## src/rtl/stream_sender.sv

```systemverilog
// Burst issue stage feeding the ring-buffer stage; stalls on Nack, resumes after a clean gap.
// Optional stall-cycle counter: define STREAM_SENDER_STALL_CNT_EN.
package stream_sender_pkg;

    typedef struct packed {
        logic        v;
        logic [31:0] d;
    } FTk_t;

    typedef struct packed {
        logic n;
    } BTk_t;

endpackage

module stream_sender
    import stream_sender_pkg::*;
#(
    parameter int WIDTH_LEN  = 16,
    parameter int RESUME_GAP = 2
) (
    input  logic                 clock,
    input  logic                 reset,
    input  logic                 I_Start,
    input  logic [WIDTH_LEN-1:0] I_Len,
    input  logic                 I_Src_Valid,
    input  FTk_t                 I_Src_FTk,
    output logic                 O_Src_Rd,
    output FTk_t                 O_FTk,
    input  BTk_t                 I_BTk,
    output logic                 O_Last,
    output logic                 O_Busy,
    output logic                 O_Done,
    output logic [WIDTH_LEN-1:0] O_Sent,
    output logic [31:0]          O_Stall_Cnt
);

    typedef enum logic [1:0] {
        IDLE,
        RUN,
        STALL,
        DONE
    } state_t;

    localparam logic [2:0]           GAP_END = 3'(RESUME_GAP - 1);
    localparam logic [WIDTH_LEN-1:0] ONE     = WIDTH_LEN'(1);

    state_t               state;
    logic [WIDTH_LEN-1:0] r_rem;
    logic [2:0]           gap;
    logic                 send;

    // Nack gates the launch combinationally so no token leaves while it is high
    assign send     = (state == RUN) & I_Src_Valid & ~I_BTk.n;
    assign O_Src_Rd = send;
    assign O_Busy   = (state != IDLE);

    always_ff @(posedge clock) begin
        if (reset) begin
            state  <= IDLE;
            r_rem  <= '0;
            gap    <= '0;
            O_FTk  <= '0;
            O_Last <= 1'b0;
            O_Done <= 1'b0;
            O_Sent <= '0;
        end else begin
            O_FTk  <= '0;
            O_Last <= 1'b0;
            O_Done <= 1'b0;
            if (send) begin
                O_FTk   <= I_Src_FTk;
                O_FTk.v <= 1'b1;
                O_Last  <= (r_rem == ONE);
            end
            unique case (state)
                IDLE: begin
                    if (I_Start) begin
                        O_Sent <= '0;
                        r_rem  <= I_Len;
                        state  <= (I_Len == '0) ? DONE : RUN;
                    end
                end
                RUN: begin
                    if (I_BTk.n) begin
                        state <= STALL;
                        gap   <= '0;
                    end else if (I_Src_Valid) begin
                        r_rem <= r_rem - ONE;
                        if (O_Sent != '1)
                            O_Sent <= O_Sent + ONE;
                        if (r_rem == ONE)
                            state <= DONE;
                    end
                end
                STALL: begin
                    if (I_BTk.n) begin
                        gap <= '0;
                    end else if (gap == GAP_END) begin
                        gap   <= '0;
                        state <= RUN;
                    end else begin
                        gap <= gap + 3'd1;
                    end
                end
                DONE: begin
                    O_Done <= 1'b1;
                    state  <= IDLE;
                end
                default: state <= IDLE;
            endcase
        end
    end

`ifdef STREAM_SENDER_STALL_CNT_EN
    logic [31:0] stall_cnt;

    // The RUN cycle that sees Nack already blocks issue, so it counts as stalled
    always_ff @(posedge clock) begin
        if (reset) begin
            stall_cnt <= '0;
        end else if (state == IDLE && I_Start) begin
            stall_cnt <= '0;
        end else if ((state == STALL || (state == RUN && I_BTk.n))
                     && stall_cnt != 32'hFFFF_FFFF) begin
            stall_cnt <= stall_cnt + 32'd1;
        end
    end

    assign O_Stall_Cnt = stall_cnt;
`else
    assign O_Stall_Cnt = 32'h0;
`endif

endmodule

```

## config.mk

```make
export PLATFORM = sky130hd
export DESIGN_NAME = stream_sender
export DESIGN_NICKNAME = d
export VERILOG_FILES = /design/src/rtl/stream_sender.sv
export SDC_FILE = /design/constraint.sdc
export NUM_CORES = 1
export LEC_CHECK = 0
export ABC_CLOCK_PERIOD_IN_PS = 2200
export CAP_MARGIN = 20
export CORE_MARGIN = 1.5
export CORE_UTILIZATION = 40
export DETAILED_ROUTE_END_ITERATION = 8
export PLACE_DENSITY = 0.84
export SYNTH_ARGS = -nofsm -noshare
export SYNTH_HDL_FRONTEND = slang
export SYNTH_SLANG_ARGS = --single-unit
```

## constraint.sdc

```tcl
create_clock -name clock -period 2.2 [get_ports clock]
set_clock_uncertainty 0.2 [all_clocks]
set_input_delay 0.44 -clock clock [delete_from_list [all_inputs] [get_ports clock]]
set_output_delay 0.44 -clock clock [all_outputs]
set_load 0.005 [all_outputs]
```

==> results of run 1 <==
-- path summary, 6_finish.rpt --
path / startpoint / depth (start not counted) / end / slack, ps
worst min-delay path: O_Sent[4] / 2 / O_Sent[4] / 290
worst max-delay path: I_BTk / 4 / O_Src_Rd / 30
worst max register to register: r_rem[1] / 6 / r_rem[10] / 140
worst min register to register: O_Sent[4] / 2 / O_Sent[4] / 290
-- power groups by stage --
stage	registers, mW	logic (mW)	clock network (mW)
floorplan	1.44	0.441	0
global placement	1.44	0.715	0
detailed placement	1.45	0.733	0
CTS	1.42	0.744	1.20
global route	1.44	0.842	1.25
finish	1.43	0.771	1.17
-- state kept, by name, indices dropped and copies added (netlist names) --
register,flops
O_Last,1
O_Sent,16
gap,3
state,2
r_rem,16
O_Done,1
O_FTk,33
-- per-layer routing --
metal | vias to the layer above | share of wire [%] | global-route usage, %
met3 | 24 | 6.7 | 4.53
met2 | 170 | 51 | 34.8
met4 | 0 | 2.4 | 9.25
li1 | 1673 | - | -
met1 | 1628 | 40 | 24.3
met5 | - | 0 | 0
-- worst max-delay path: stages --
cell and delay, ps:
dlygate4sd2_1 260, nand4bb_4 250, clkinv_4 80, clkdlybuf4s50_1 490
-- kinds of logic after synthesis --
group                      after synthesis
other                                    1
adders and majority gates                3
and+or+nand+nor                        169
DFF                                     72
AOI/OAI and AO/OA                       89
buffers and inverters                   62
muxes                                   13
-- repair_timing --
action                                 in CTS  in global routing
endpoints found under the hold margin       0                  0
pin swaps                                   1                  1
gates resized for setup                     6                  9
setup endpoints to repair                   2                 10
setup buffers                               1                  0
-- metrics by stage --
step                      utilization, %  setup WS (ps)
after global placement              55.7           -264
after CTS                           58.5           4.15
after floorplan                        -            128
after detailed placement            55.7           -302
final                               58.9           29.1
after global routing                58.9         -0.997
-- area by class of cell --
class                           count  share of cell area [%]
Tap cell                          108                    2.65
Timing Repair Buffer              148                    27.2
Clock buffer                       10                    2.50
Sequential cell                    72                    28.4
Clock inverter                      6                    1.79
Inverter                            6                   0.539
Multi-Input combinational cell    306                    36.9
-- placed cells by master (no fill, tap or decap), types with 8 or more instances in the layout --
master	netlist	final
clkdlybuf4s50_1	0	103
dfxtp_1	72	70
buf_4	32	41
and2_1	38	38
conb_1	1	32
a21oi_1	28	28
nand2_1	25	25
nor2_1	24	23
o21ai_0	20	19
mux2i_1	12	12
or3_1	11	11
nand3_1	10	10
a211oi_1	9	9
clkbuf_8	0	9
and3_1	8	8
nand2b_1	8	8
==> results.json, run 1 <==
{
  "viasPerCell": 5.33,
  "synthMuxAreaShare_pct": 3.70,
  "core_area_um2": 8680,
  "regArea_um2": 1450,
  "crit_arrival_ps": 1530,
  "hp-class": "register to register",
  "sw_frac_of_total_pct": 28.8,
  "post-route-period-util_pct": 98.7,
  "syn_avg_cell_area_um2": 8.68,
  "ys.flop_type": "dfxtp_1",
  "drive_gt1_share_pct": 13.3,
  "internal_power_mw": 2.40,
  "grt_pass1_wl_mm": 15.7,
  "synthTopCellsByCount": "dfxtp_1 (72), and2_1 (38), buf_4 (32), a21oi_1 (28), nand2_1 (25)",
  "clkTransAtPathRegs_ps": 80,
  "ys_ff_latch": 72,
  "die_h_um": 97.2,
  "clock_power_share_pct": 34.7,
  "start_util_pct": 40.9,
  "grt_max_degree": 34,
  "holdWs_ps": 288,
  "post_dp_cell_area_um2": 4830,
  "fill_cells": 762,
  "power.density_nw_per_um2": 659,
  "antenna_found_initial": 0,
  "grt_overflow": 0,
  "place_hpwl_mm": 7.11,
  "place_congestion": 0.923,
  "worstPathRequired_ps": 1560,
  "crit_type": "input pin to output pin",
  "p_switching_mw": 0.970,
  "area_growth_pct": 44.0,
  "cts_num_sinks": 72,
  "nets": 600,
  "drtIter0Drc": 234,
  "end_kind": "output pin",
  "cts_buffer_depth": 2,
  "routedWlPerCell_um": 14.6,
  "synth.most_common_cell": "dfxtp_1",
  "setup_violations": 0,
  "max_freq_mhz": 461,
  "hold_viol": 0,
  "firstDrtPassIters": 5,
  "synth_fa_ha_area_share_pct": 1.06,
  "drc_errors": 0,
  "rows": 34,
  "pin_count": 139,
  "p_leak_nw": 1.98,
  "synthCells": 409,
  "dp_cells": 639,
  "ys_types": 53,
  "slew_headroom_pct": 54.0,
  "critical_path.startpoint_type": "input pin",
  "root_buffer": "clkbuf_8",
  "synthXorXnorAreaFrac_pct": 0,
  "crit_path_max_fanout": 2,
  "synth_compound_area_share_pct": 16.4,
  "seq_area_frac_synth_pct": 40.6,
  "fin_cells": 656,
  "fin_crit_ps": 2170,
  "timing.setup.tns_ps": 0,
  "total_power_mw": 3.37,
  "grt_util_all_layers_pct": 20.4,
  "cts_tree": "built",
  "cap_violations": 0,
  "yosysTopAreaCell": "dfxtp_1",
  "multiInputGateArea_um2": 1890,
  "final_area_um2": 5110,
  "tightest_slew_ps": 687,
  "drv_slew": 0,
  "pwr-share-comb_pct": 22.9,
  "synth_top_cells_by_area": "dfxtp_1 (41%), buf_4 (6.8%), and2_1 (6.7%)",
  "io_buffers": 105,
  "synthSimpleGateAreaFrac_pct": 27.5,
  "grt_pass1_vias": 3269,
  "yosysTopAreaCellShare_pct": 40.6,
  "synthArstFlopShare_pct": 0,
  "syn_area_um2": 3550,
  "vdd_drop_max_uv": 427,
  "worstSkewPairLatency_ps": 340,
  "routed-via-count": 3495,
  "ant_nets": 0,
  "hold_buffers": 0,
  "antenna_cells": 0,
  "die_area_um2": 9440,
  "ys_warn_count": 0,
  "htree_levels": 3,
  "status": "finished, final reports clean",
  "die_x_um": 97.2,
  "cts_made_buffers": 9,
  "synth-edff-count": 0,
  "seqPwrFrac_pct": 42.4,
  "grt_setup_unrepaired": "true",
  "routed_wl_mm": 9.58,
  "synth_top_family_by_area": "simple AND/OR/NAND/NOR gates"
}
Power figures use the tool's default switching activity.
==> run 2: changes to the inputs <==
Settings changed: ABC_AREA set to 0.
==> results of run 2 <==
The final DEF is identical to that of run 1; final timing and power are the same.
==> run 3: changes to the inputs <==
Settings changed: CORE_ASPECT_RATIO set to 0.9.
==> run 3 against run 2 <==
Net effect: via count hardly changed; fmax rose by 0.52%; hold slack got worse by 1.2 ps; die area barely moved; wire length rose by 2.3%; clock power down 20%; critical endpoint unchanged; sequential share of layout area grew 0.20 points.
==> results.json, run 3 (same netlist as run 1, synthesis figures left out) <==
{
  "final_area_um2": 5070,
  "drv_slew": 0,
  "max_freq_mhz": 463,
  "cts_num_sinks": 72,
  "slew_headroom_pct": 63.4,
  "critical_path.startpoint_type": "input pin",
  "antenna_cells": 0,
  "hp-class": "register to register",
  "grt_pass1_vias": 3136,
  "fin_crit_ps": 2160,
  "multiInputGateArea_um2": 1900,
  "crit_path_max_fanout": 3,
  "hold_viol": 0,
  "largest_reg_flops": 33,
  "hold_buffers": 0,
  "clkTransAtPathRegs_ps": 80,
  "power.density_nw_per_um2": 618,
  "slowest_delay_ps": 490,
  "grt_max_degree": 35,
  "grt_pass1_wl_mm": 15.0,
  "routed-via-count": 3494,
  "crit_type": "input pin to output pin",
  "cts_buffer_depth": 2,
  "root_buffer": "clkbuf_8",
  "drtIter0Drc": 288,
  "worst-path-stages": 4,
  "worstSkewPairLatency_ps": 350,
  "r2r_cells": 6,
  "top_register": "O_FTk",
  "end_kind": "output pin",
  "antenna_found_initial": 0,
  "cp_cell_sequence": "dlygate4sd2_1, nand4bb_4, clkinv_4, clkdlybuf4s50_1",
  "cts_made_buffers": 9,
  "tightest_slew_ps": 549,
  "worstPathRequired_ps": 1560,
  "cap_violations": 0,
  "place_congestion": 0.932,
  "ant_nets": 0,
  "rows": 32,
  "routedWlPerCell_um": 14.8,
  "setup_violations": 0,
  "htree_levels": 3,
  "place_hpwl_mm": 7.05,
  "layout_commonest_cell": "clkdlybuf4s50_1",
  "total_power_mw": 3.14,
  "die_area_um2": 9450,
  "viasPerCell": 5.26,
  "routed_wl_mm": 9.80,
  "final_cell_mix": "clkdlybuf4s50_1 (102), dfxtp_1 (70), and2_1 (38)",
  "die_x_um": 102,
  "cp_slowest_cell": "clkdlybuf4s50_1",
  "p_leak_nw": 1.95,
  "nets": 597,
  "drive_gt1_share_pct": 13.4,
  "path_buf_inv": 3,
  "area_growth_pct": 43.0,
  "critPathTopFamily": "buffers and inverters",
  "crit_arrival_ps": 1520,
  "firstDrtPassIters": 5,
  "drc_errors": 0,
  "regArea_um2": 1450,
  "status": "finished, final reports clean",
  "vdd_drop_max_uv": 330,
  "start_util_pct": 41.2,
  "grt_overflow": 0,
  "io_buffers": 105,
  "die_h_um": 92.4,
  "fill_cells": 745,
  "cts_tree": "built",
  "core_area_um2": 8610,
  "grt_util_all_layers_pct": 20.1,
  "post-route-period-util_pct": 98.2,
  "reg_top3": "O_FTk x33, O_Sent x16, r_rem x16",
  "pin_count": 139,
  "whs_path_depth": 2,
  "post_dp_cell_area_um2": 4810
}
## run 3: layout make-up
cell class,instances,area share [%]
multi-input combinational,306,37.4
clock buffer,10,2.52
inverter,6,0.543
sequential,72,28.6
tap,119,2.93
clock inverter,6,0.888
timing repair buffer,145,27.2
## run 3: metrics by stage
stage	instances	utilization, %	worst slack (ps)	setup TNS [ps]	hold WS [ps]
2_1_floorplan	440	-	128	0	268
3_3_place_gp	645	55.8	-314	-5240	268
3_5_place_dp	645	55.8	-393	-6900	279
4_1_cts	661	58.2	-14.4	-24.1	291
5_1_grt	664	58.9	-12.9	-16.6	316
6_report	664	58.9	40.3	0	287
## run 3: path summary, 6_finish.rpt
| kind | from | endpoint | slack [ps] |
|---|---|---|---|
| setup / recovery | I_BTk | O_Src_Rd | 40 |
| hold / removal | O_Sent[4] | O_Sent[4] | 290 |
| setup reg to reg | r_rem[0] | r_rem[8] | 130 |
| hold reg to reg | O_Sent[4] | O_Sent[4] | 290 |
## run 3: repair_timing
action,in CTS,in global routing
setup buffers,0,3
hold endpoints to repair,0,0
setup endpoints to repair,3,7
gates resized for setup,8,12
pin swaps,1,1
## run 3: where the power goes
| group | internal [mW] | switching (mW) | total (mW) | leakage (nW) |
|---|---|---|---|---|
| sequential | 1.36 | 0.0632 | 1.42 | 0.585 |
| clock | 0.415 | 0.521 | 0.936 | 0.0842 |
| combinational | 0.389 | 0.389 | 0.777 | 1.28 |
## run 3: worst register-to-register path, cell delays in order (launching register included)
cell	delay, ps
dfxtp_1	360
inv_1	110
ha_1	180
or4b_4	480
nor4_1	350
o21ai_0	160
a21oi_1	160
## run 3: metal layers
| layer | global-route usage, % | wire length (um) |
|---|---|---|
| met5 | 0 | 0 |
| met4 | 4.00 | 74 |
| met3 | 6.19 | 964 |
| met2 | 33.7 | 4670 |
| met1 | 25.5 | 4090 |
